==> config.mk <==
export PLATFORM = sky130hd
export DESIGN_NAME = fp32_minmax_reducer_flat
export DESIGN_NICKNAME = d
export VERILOG_FILES = /design/src/rtl/fp32_minmax_reducer_if.sv /design/src/rtl/fp32_minmax_reducer.sv /design/src/flat_wrapper.sv
export SDC_FILE = /design/constraint.sdc
export NUM_CORES = 1
export LEC_CHECK = 0
export ABC_CLOCK_PERIOD_IN_PS = 8600
export BUFFER_PORTS_ARGS = -buffer_cell sky130_fd_sc_hd__buf_2
export CAP_MARGIN = 20
export CORE_ASPECT_RATIO = 0.75
export CORE_UTILIZATION = 46
export DETAILED_ROUTE_END_ITERATION = 16
export GPL_ROUTABILITY_DRIVEN = 0
export PLACE_DENSITY = 0.7
export SLEW_MARGIN = 10
export SYNTH_ARGS = -nofsm -noshare
export SYNTH_HDL_FRONTEND = slang
export SYNTH_SLANG_ARGS = --single-unit
export TNS_END_PERCENT = 30
==> constraint.sdc <==
create_clock -name clk -period 8.6 [get_ports clk]
set_input_delay 1.29 -clock clk [delete_from_list [all_inputs] [get_ports clk]]
set_output_delay 1.29 -clock clk [all_outputs]
set_load 0.02 [all_outputs]
==> src/rtl/fp32_minmax_reducer_if.sv <==
// Purpose: handshake bundle between a stream producer/consumer and fp32_minmax_reducer.
// Latency: none, wires only.
// Backpressure: in_ready stalls the producer and out_ready holds the result.
//
// Signals:
//   mode, in_valid, in_data, in_last  producer -> reducer
//   in_ready                          reducer  -> producer
//   out_valid, out_data, out_idx, out_count  reducer -> consumer
//   out_ready                         consumer -> reducer
interface fp32_minmax_reducer_if #(
    parameter int IDX_W = 8
);
    logic             mode;
    logic             in_valid;
    logic             in_ready;
    logic [31:0]      in_data;
    logic             in_last;
    logic             out_valid;
    logic             out_ready;
    logic [31:0]      out_data;
    logic [IDX_W-1:0] out_idx;
    logic [IDX_W-1:0] out_count;

    // master: the environment driving the stream and taking results
    modport master (
        output mode, in_valid, in_data, in_last, out_ready,
        input  in_ready, out_valid, out_data, out_idx, out_count
    );

    // slave: the reducer itself
    modport slave (
        input  mode, in_valid, in_data, in_last, out_ready,
        output in_ready, out_valid, out_data, out_idx, out_count
    );
endinterface

==> src/rtl/fp32_minmax_reducer.sv <==
// Purpose: streaming FP32 min/max reduction of each window to one value plus its index.
// Latency: out_valid rises on the cycle after the closing transfer.
// Backpressure: in_ready drops while a result is held and returns on the cycle after it is consumed.
//
// Ports:
//   clk    rising-edge clock
//   reset  synchronous, active-high; discards partial and held state
//   bus    fp32_minmax_reducer_if.slave (input stream, result, handshakes)
// Optional build macro: FP_NAN_PROPAGATE_EN - any NaN in a window forces the result
//   to canonical qNaN 32'h7FC00000 with out_idx pointing at the first NaN.
module fp32_minmax_reducer #(
    parameter int WINDOW = 4,
    parameter int IDX_W  = 8
) (
    input  logic                 clk,
    input  logic                 reset,
    fp32_minmax_reducer_if.slave bus
);
    localparam logic [1:0] IDLE  = 2'd0;
    localparam logic [1:0] ACCUM = 2'd1;
    localparam logic [1:0] HOLD  = 2'd2;

    // When WINDOW == 2**IDX_W this truncates to 0, which still matches the
    // wrapped increment on the final element.
    localparam logic [IDX_W-1:0] WIN_L = IDX_W'(WINDOW);

    logic [1:0]       state_q, state_d;
    logic             rdy_q;
    logic             mode_q;
    logic [31:0]      best_q;
    logic [IDX_W-1:0] best_idx_q;
    logic [IDX_W-1:0] cnt_q;

    logic             first, xfer, close, take, better, both_zero;
    logic [IDX_W-1:0] base_cnt, cnt_nxt;
    logic [31:0]      key_new, key_best, val;

    // Monotonic integer key: negatives are bit-inverted, positives get the
    // sign bit set, so unsigned compare follows the float ordering.
    function automatic logic [31:0] okey(input logic [31:0] b);
        return b[31] ? ~b : (b ^ 32'h8000_0000);
    endfunction

`ifdef FP_NAN_PROPAGATE_EN
    logic nan_q, nan_d, nan_in;
`endif

    always_comb begin
        first     = (state_q == IDLE);
        base_cnt  = first ? '0 : cnt_q;
        cnt_nxt   = base_cnt + IDX_W'(1);
        xfer      = bus.in_valid && rdy_q;
        close     = xfer && (bus.in_last || (cnt_nxt == WIN_L));
        key_new   = okey(bus.in_data);
        key_best  = okey(best_q);
        // +0 and -0 have different keys but must tie
        both_zero = (bus.in_data[30:0] == 31'd0) && (best_q[30:0] == 31'd0);
        better    = !both_zero && (mode_q ? (key_new > key_best) : (key_new < key_best));
        take      = first || better;
        val       = bus.in_data;
`ifdef FP_NAN_PROPAGATE_EN
        nan_in = (bus.in_data[30:23] == 8'hFF) && (bus.in_data[22:0] != 23'd0);
        nan_d  = first ? nan_in : (nan_q || nan_in);
        // nan_q is stale from the previous window on the first element
        if (!first && nan_q) begin
            take = 1'b0;
        end else if (nan_in) begin
            take = 1'b1;
            val  = 32'h7FC0_0000;
        end
`endif
        state_d = state_q;
        case (state_q)
            IDLE, ACCUM: if (xfer) state_d = close ? HOLD : ACCUM;
            HOLD:        if (bus.out_ready) state_d = IDLE;
            default:     state_d = IDLE;
        endcase
    end

    always_ff @(posedge clk) begin
        if (reset) begin
            state_q    <= IDLE;
            rdy_q      <= 1'b0;
            mode_q     <= 1'b0;
            best_q     <= 32'd0;
            best_idx_q <= '0;
            cnt_q      <= '0;
`ifdef FP_NAN_PROPAGATE_EN
            nan_q      <= 1'b0;
`endif
        end else begin
            state_q <= state_d;
            rdy_q   <= (state_d != HOLD);
            if (xfer) begin
                cnt_q <= cnt_nxt;
                if (first) mode_q <= bus.mode;
                if (take) begin
                    best_q     <= val;
                    best_idx_q <= base_cnt;
                end
`ifdef FP_NAN_PROPAGATE_EN
                nan_q <= nan_d;
`endif
            end
        end
    end

    assign bus.in_ready  = rdy_q;
    assign bus.out_valid = (state_q == HOLD);
    assign bus.out_data  = best_q;
    assign bus.out_idx   = best_idx_q;
    assign bus.out_count = cnt_q;
endmodule

==> src/flat_wrapper.sv <==
// flat-port wrapper written by rule: the top's interface ports become plain ports
module fp32_minmax_reducer_flat 
#(
    parameter int WINDOW = 4,
    parameter int IDX_W  = 8
)
  (clk, reset, bus_mode, bus_in_valid, bus_in_data, bus_in_last, bus_out_ready, bus_in_ready, bus_out_valid, bus_out_data, bus_out_idx, bus_out_count);
  fp32_minmax_reducer_if #(.IDX_W(IDX_W)) bus_i ();
  input  logic clk;
  input  logic reset;
  input wire logic [$bits(bus_i.mode)-1:0] bus_mode;
  input wire logic [$bits(bus_i.in_valid)-1:0] bus_in_valid;
  input wire logic [$bits(bus_i.in_data)-1:0] bus_in_data;
  input wire logic [$bits(bus_i.in_last)-1:0] bus_in_last;
  input wire logic [$bits(bus_i.out_ready)-1:0] bus_out_ready;
  output wire logic [$bits(bus_i.in_ready)-1:0] bus_in_ready;
  output wire logic [$bits(bus_i.out_valid)-1:0] bus_out_valid;
  output wire logic [$bits(bus_i.out_data)-1:0] bus_out_data;
  output wire logic [$bits(bus_i.out_idx)-1:0] bus_out_idx;
  output wire logic [$bits(bus_i.out_count)-1:0] bus_out_count;
  assign bus_i.mode = bus_mode;
  assign bus_i.in_valid = bus_in_valid;
  assign bus_i.in_data = bus_in_data;
  assign bus_i.in_last = bus_in_last;
  assign bus_i.out_ready = bus_out_ready;
  assign bus_in_ready = bus_i.in_ready;
  assign bus_out_valid = bus_i.out_valid;
  assign bus_out_data = bus_i.out_data;
  assign bus_out_idx = bus_i.out_idx;
  assign bus_out_count = bus_i.out_count;
  fp32_minmax_reducer #(.WINDOW(WINDOW), .IDX_W(IDX_W)) u_core (.clk(clk), .reset(reset), .bus(bus_i));
endmodule
==> results.sh <==
export IMPL_status="finished, final reports clean"
export IMPL_crit_arrival_ns=4.83
export IMPL_avgRoutedWirePerCell_um=16.91
export IMPL_clock_path_buffers=2
export IMPL_yosys_warnings=0
export IMPL_final_common_cell="buf_2"
export IMPL_power_density_nw_per_um2=188.5
export IMPL_seq_area_frac_synth_pct=23.21
export IMPL_fmax_mhz=215.2
export IMPL_num_vias=4494
export IMPL_final_hold_violation_count=0
export IMPL_p_total_mw=0.9629
export IMPL_nets=678
export IMPL_grt_pass1_wl_um=20070
export IMPL_synth_area_sq_um=4484
export IMPL_clock_skew_final_ns=0.007638
export IMPL_yosysUniqueCellTypes=39
export IMPL_grt_pass1_vias=4045
export IMPL_clkLatencyLatePin_ns=0.31
export IMPL_drt_iter0_markers=348
export IMPL_endpoint_kind="register"
export IMPL_synthCells=558
export IMPL_min_path_type="reg2reg"
export IMPL_core_area_sq_um=9271
export IMPL_holdBufCountCts=0
export IMPL_worst_pin_slew_ns=0.9986
export IMPL_grt_max_degree=79
export IMPL_leakagePower_nw=2.077
export IMPL_antenna_found_initial=0
export IMPL_synth_top_area_cell="dfxtp_1"
export IMPL_path_max_fanout=34
export IMPL_synth_fp_nets=629
export IMPL_hold_ws_ns=0.4581
export IMPL_clk_pin_slew_ns=0.08
export IMPL_criticalPathCategory="in2reg"
export IMPL_cts_tree="yes"
export IMPL_numCtsBuffers=5
export IMPL_cts_htree_levels=2
export IMPL_synth_top_cell_area_share_pct=23.21
export IMPL_root_buffer="clkbuf_16"
export IMPL_synthTopCellsByArea="dfxtp_1 23%, ha_1 9.2%, a2111o_1 8.0%"
export IMPL_wl_um=12450
export IMPL_num_rows=30
export IMPL_die_h_um=87.51
export IMPL_mostFrequentLayoutCells="87 x buf_2, 68 x nand3_1, 51 x dfxtp_1"
export IMPL_max_vdd_ir_drop_mv=0.1013
export IMPL_dp_hpwl_um=8668
export IMPL_cts_resized=0
export IMPL_multiInputGateArea_sq_um=3110
export IMPL_diodes=0
export IMPL_drtAntennaViolNets=0
export IMPL_cap_viol_max_count=0
export IMPL_rrSetupSlack_ns=4.59
export IMPL_syn_area_per_cell_sq_um=8.036
export IMPL_fin_crit_ns=4.648
export IMPL_start_kind="primary input"
export IMPL_first_pass_iters=5
export IMPL_rsz0062_at_grt="false"
export IMPL_num_fill_cells=895
export IMPL_fin_util_pct=55.09
export IMPL_final_layout_size_suffix_gt1_share_pct=17.76
export IMPL_area_growth_pct=13.90
export IMPL_post_cts_setup_buffers=0
export IMPL_ys_ff_latch=52
export IMPL_initial_utilization_pct=48.37
export IMPL_die_x_um=116.0
export IMPL_grtUsageTotal_pct=24.82
export IMPL_slew_violations=0
export IMPL_routed_via_density=6.106
export IMPL_clock_sinks=52
export IMPL_relSlewSlack_pct=33.42
export IMPL_setup_viol=0
export IMPL_worst_ep_required_time_ns=8.78
export IMPL_final_setup_tns_ns=0
export IMPL_period_share_pct=54.04
export IMPL_die_area_sq_um=10150
export IMPL_drc=0
export IMPL_io_buffers=87
export IMPL_io_pins=88
export IMPL_grt_overflow=0
export IMPL_register_area_sq_um=1042
==> layer usage <==
metal | track usage [%] | up-vias | routed length, um | share of wire [%]
li1 | - | 2192 | - | -
met1 | 34.76 | 2127 | 5927 | 48
met2 | 39.56 | 161 | 5567 | 45
met3 | 4.454 | 14 | 809 | 6.5
met4 | 5.828 | 0 | 144 | 1.2
met5 | 0 | - | 0 | 0
==> synth_stat cells <==
| cell | n |
|---|---|
| o21a_1 | 1 |
| a21o_1 | 1 |
| nor4_1 | 16 |
| a21oi_4 | 1 |
| mux2i_1 | 10 |
| o31ai_1 | 2 |
| o211ai_1 | 2 |
| a31oi_1 | 3 |
| o41ai_1 | 1 |
| o21ai_0 | 9 |
| buf_6 | 3 |
| a21oi_1 | 22 |
| buf_1 | 3 |
| xnor2_1 | 32 |
| dfxtp_1 | 52 |
| nor2_1 | 18 |
| or4_1 | 4 |
| and3_1 | 2 |
| or3_1 | 2 |
| o21ai_1 | 2 |
| a22oi_1 | 3 |
| nor2b_1 | 3 |
| xor2_1 | 31 |
| nor3_1 | 5 |
| inv_1 | 35 |
| a31oi_2 | 1 |
| nor3b_1 | 32 |
| nand3_1 | 68 |
| a32oi_1 | 32 |
| nor4b_1 | 1 |
| a2111o_1 | 32 |
| nand4_1 | 12 |
| clkbuf_1 | 39 |
| nand2_1 | 34 |
| o211ai_2 | 1 |
| or2_0 | 1 |
| ha_1 | 33 |
| and2_1 | 3 |
| buf_2 | 6 |
==> cell type report <==
cell class / instances / share of cell area [%]
Sequential cell: 52 / 20.41
Inverter: 35 / 2.572
Multi-Input combinational cell: 420 / 60.90
Tap cell: 128 / 3.136
Timing Repair Buffer: 93 / 10.04
Clock inverter: 3 / 0.4900
Clock buffer: 5 / 2.450
==> registers in the layout, indices dropped and copies added (netlist names) <==
| register | cells |
|---|---|
| u_core.bus.in_ready | 1 |
| u_core.bus.out_data | 32 |
| u_core.state_q | 2 |
| u_core.bus.out_idx | 8 |
| u_core.mode_q | 1 |
| u_core.bus.out_count | 8 |
==> worst max-delay path, stage by stage <==
cell	delay, ns
buf_2	0.68
xor2_1	0.15
ha_1	0.37
nand4_1	0.15
or4_1	0.56
a21o_1	0.19
a31oi_2	0.23
or3_2	0.58
buf_12	0.28
a21oi_4	0.14
mux2i_1	0.18
==> per-stage QoR <==
stage                     instances  instance area [sq um]  setup WS [ns]
final                           736                   5107          3.952
after global routing            736                   5107          3.705
after CTS                       735                   5087          3.709
after detailed placement        727                   4937          3.400
after global placement          726                   4910          3.554
after floorplan                 558                   4484          4.362
==> final timing paths <==
| check | start | endpoint | cells after the start |
|---|---|---|---|
| setup / recovery | bus_in_data[31] | u_core.bus.out_idx[1] | 11 |
| hold reg to reg | u_core.bus.out_idx[5] | u_core.bus.out_idx[5] | 2 |
| hold / removal | u_core.bus.out_idx[5] | u_core.bus.out_idx[5] | 2 |
| setup reg to reg | u_core.bus.out_data[31] | u_core.bus.out_idx[1] | 10 |
==> kinds of logic (layout without fill, tap and decap cells) <==
family	after synthesis	in the layout	share of synthesized area (%)
simple gates	201	201	24.16
compound gates	113	113	21.01
buf+inv	86	136	7.868
xor+xnor	63	63	12.30
flops	52	52	23.21
fa+ha+maj	33	33	9.208
mux	10	10	2.232
==> power by group <==
part / switching (mW) / internal [mW]
Sequential: 0.0487 / 0.269
Clock: 0.106 / 0.110
Combinational: 0.256 / 0.173
Note: power is estimated with default switching activity, not from simulation.
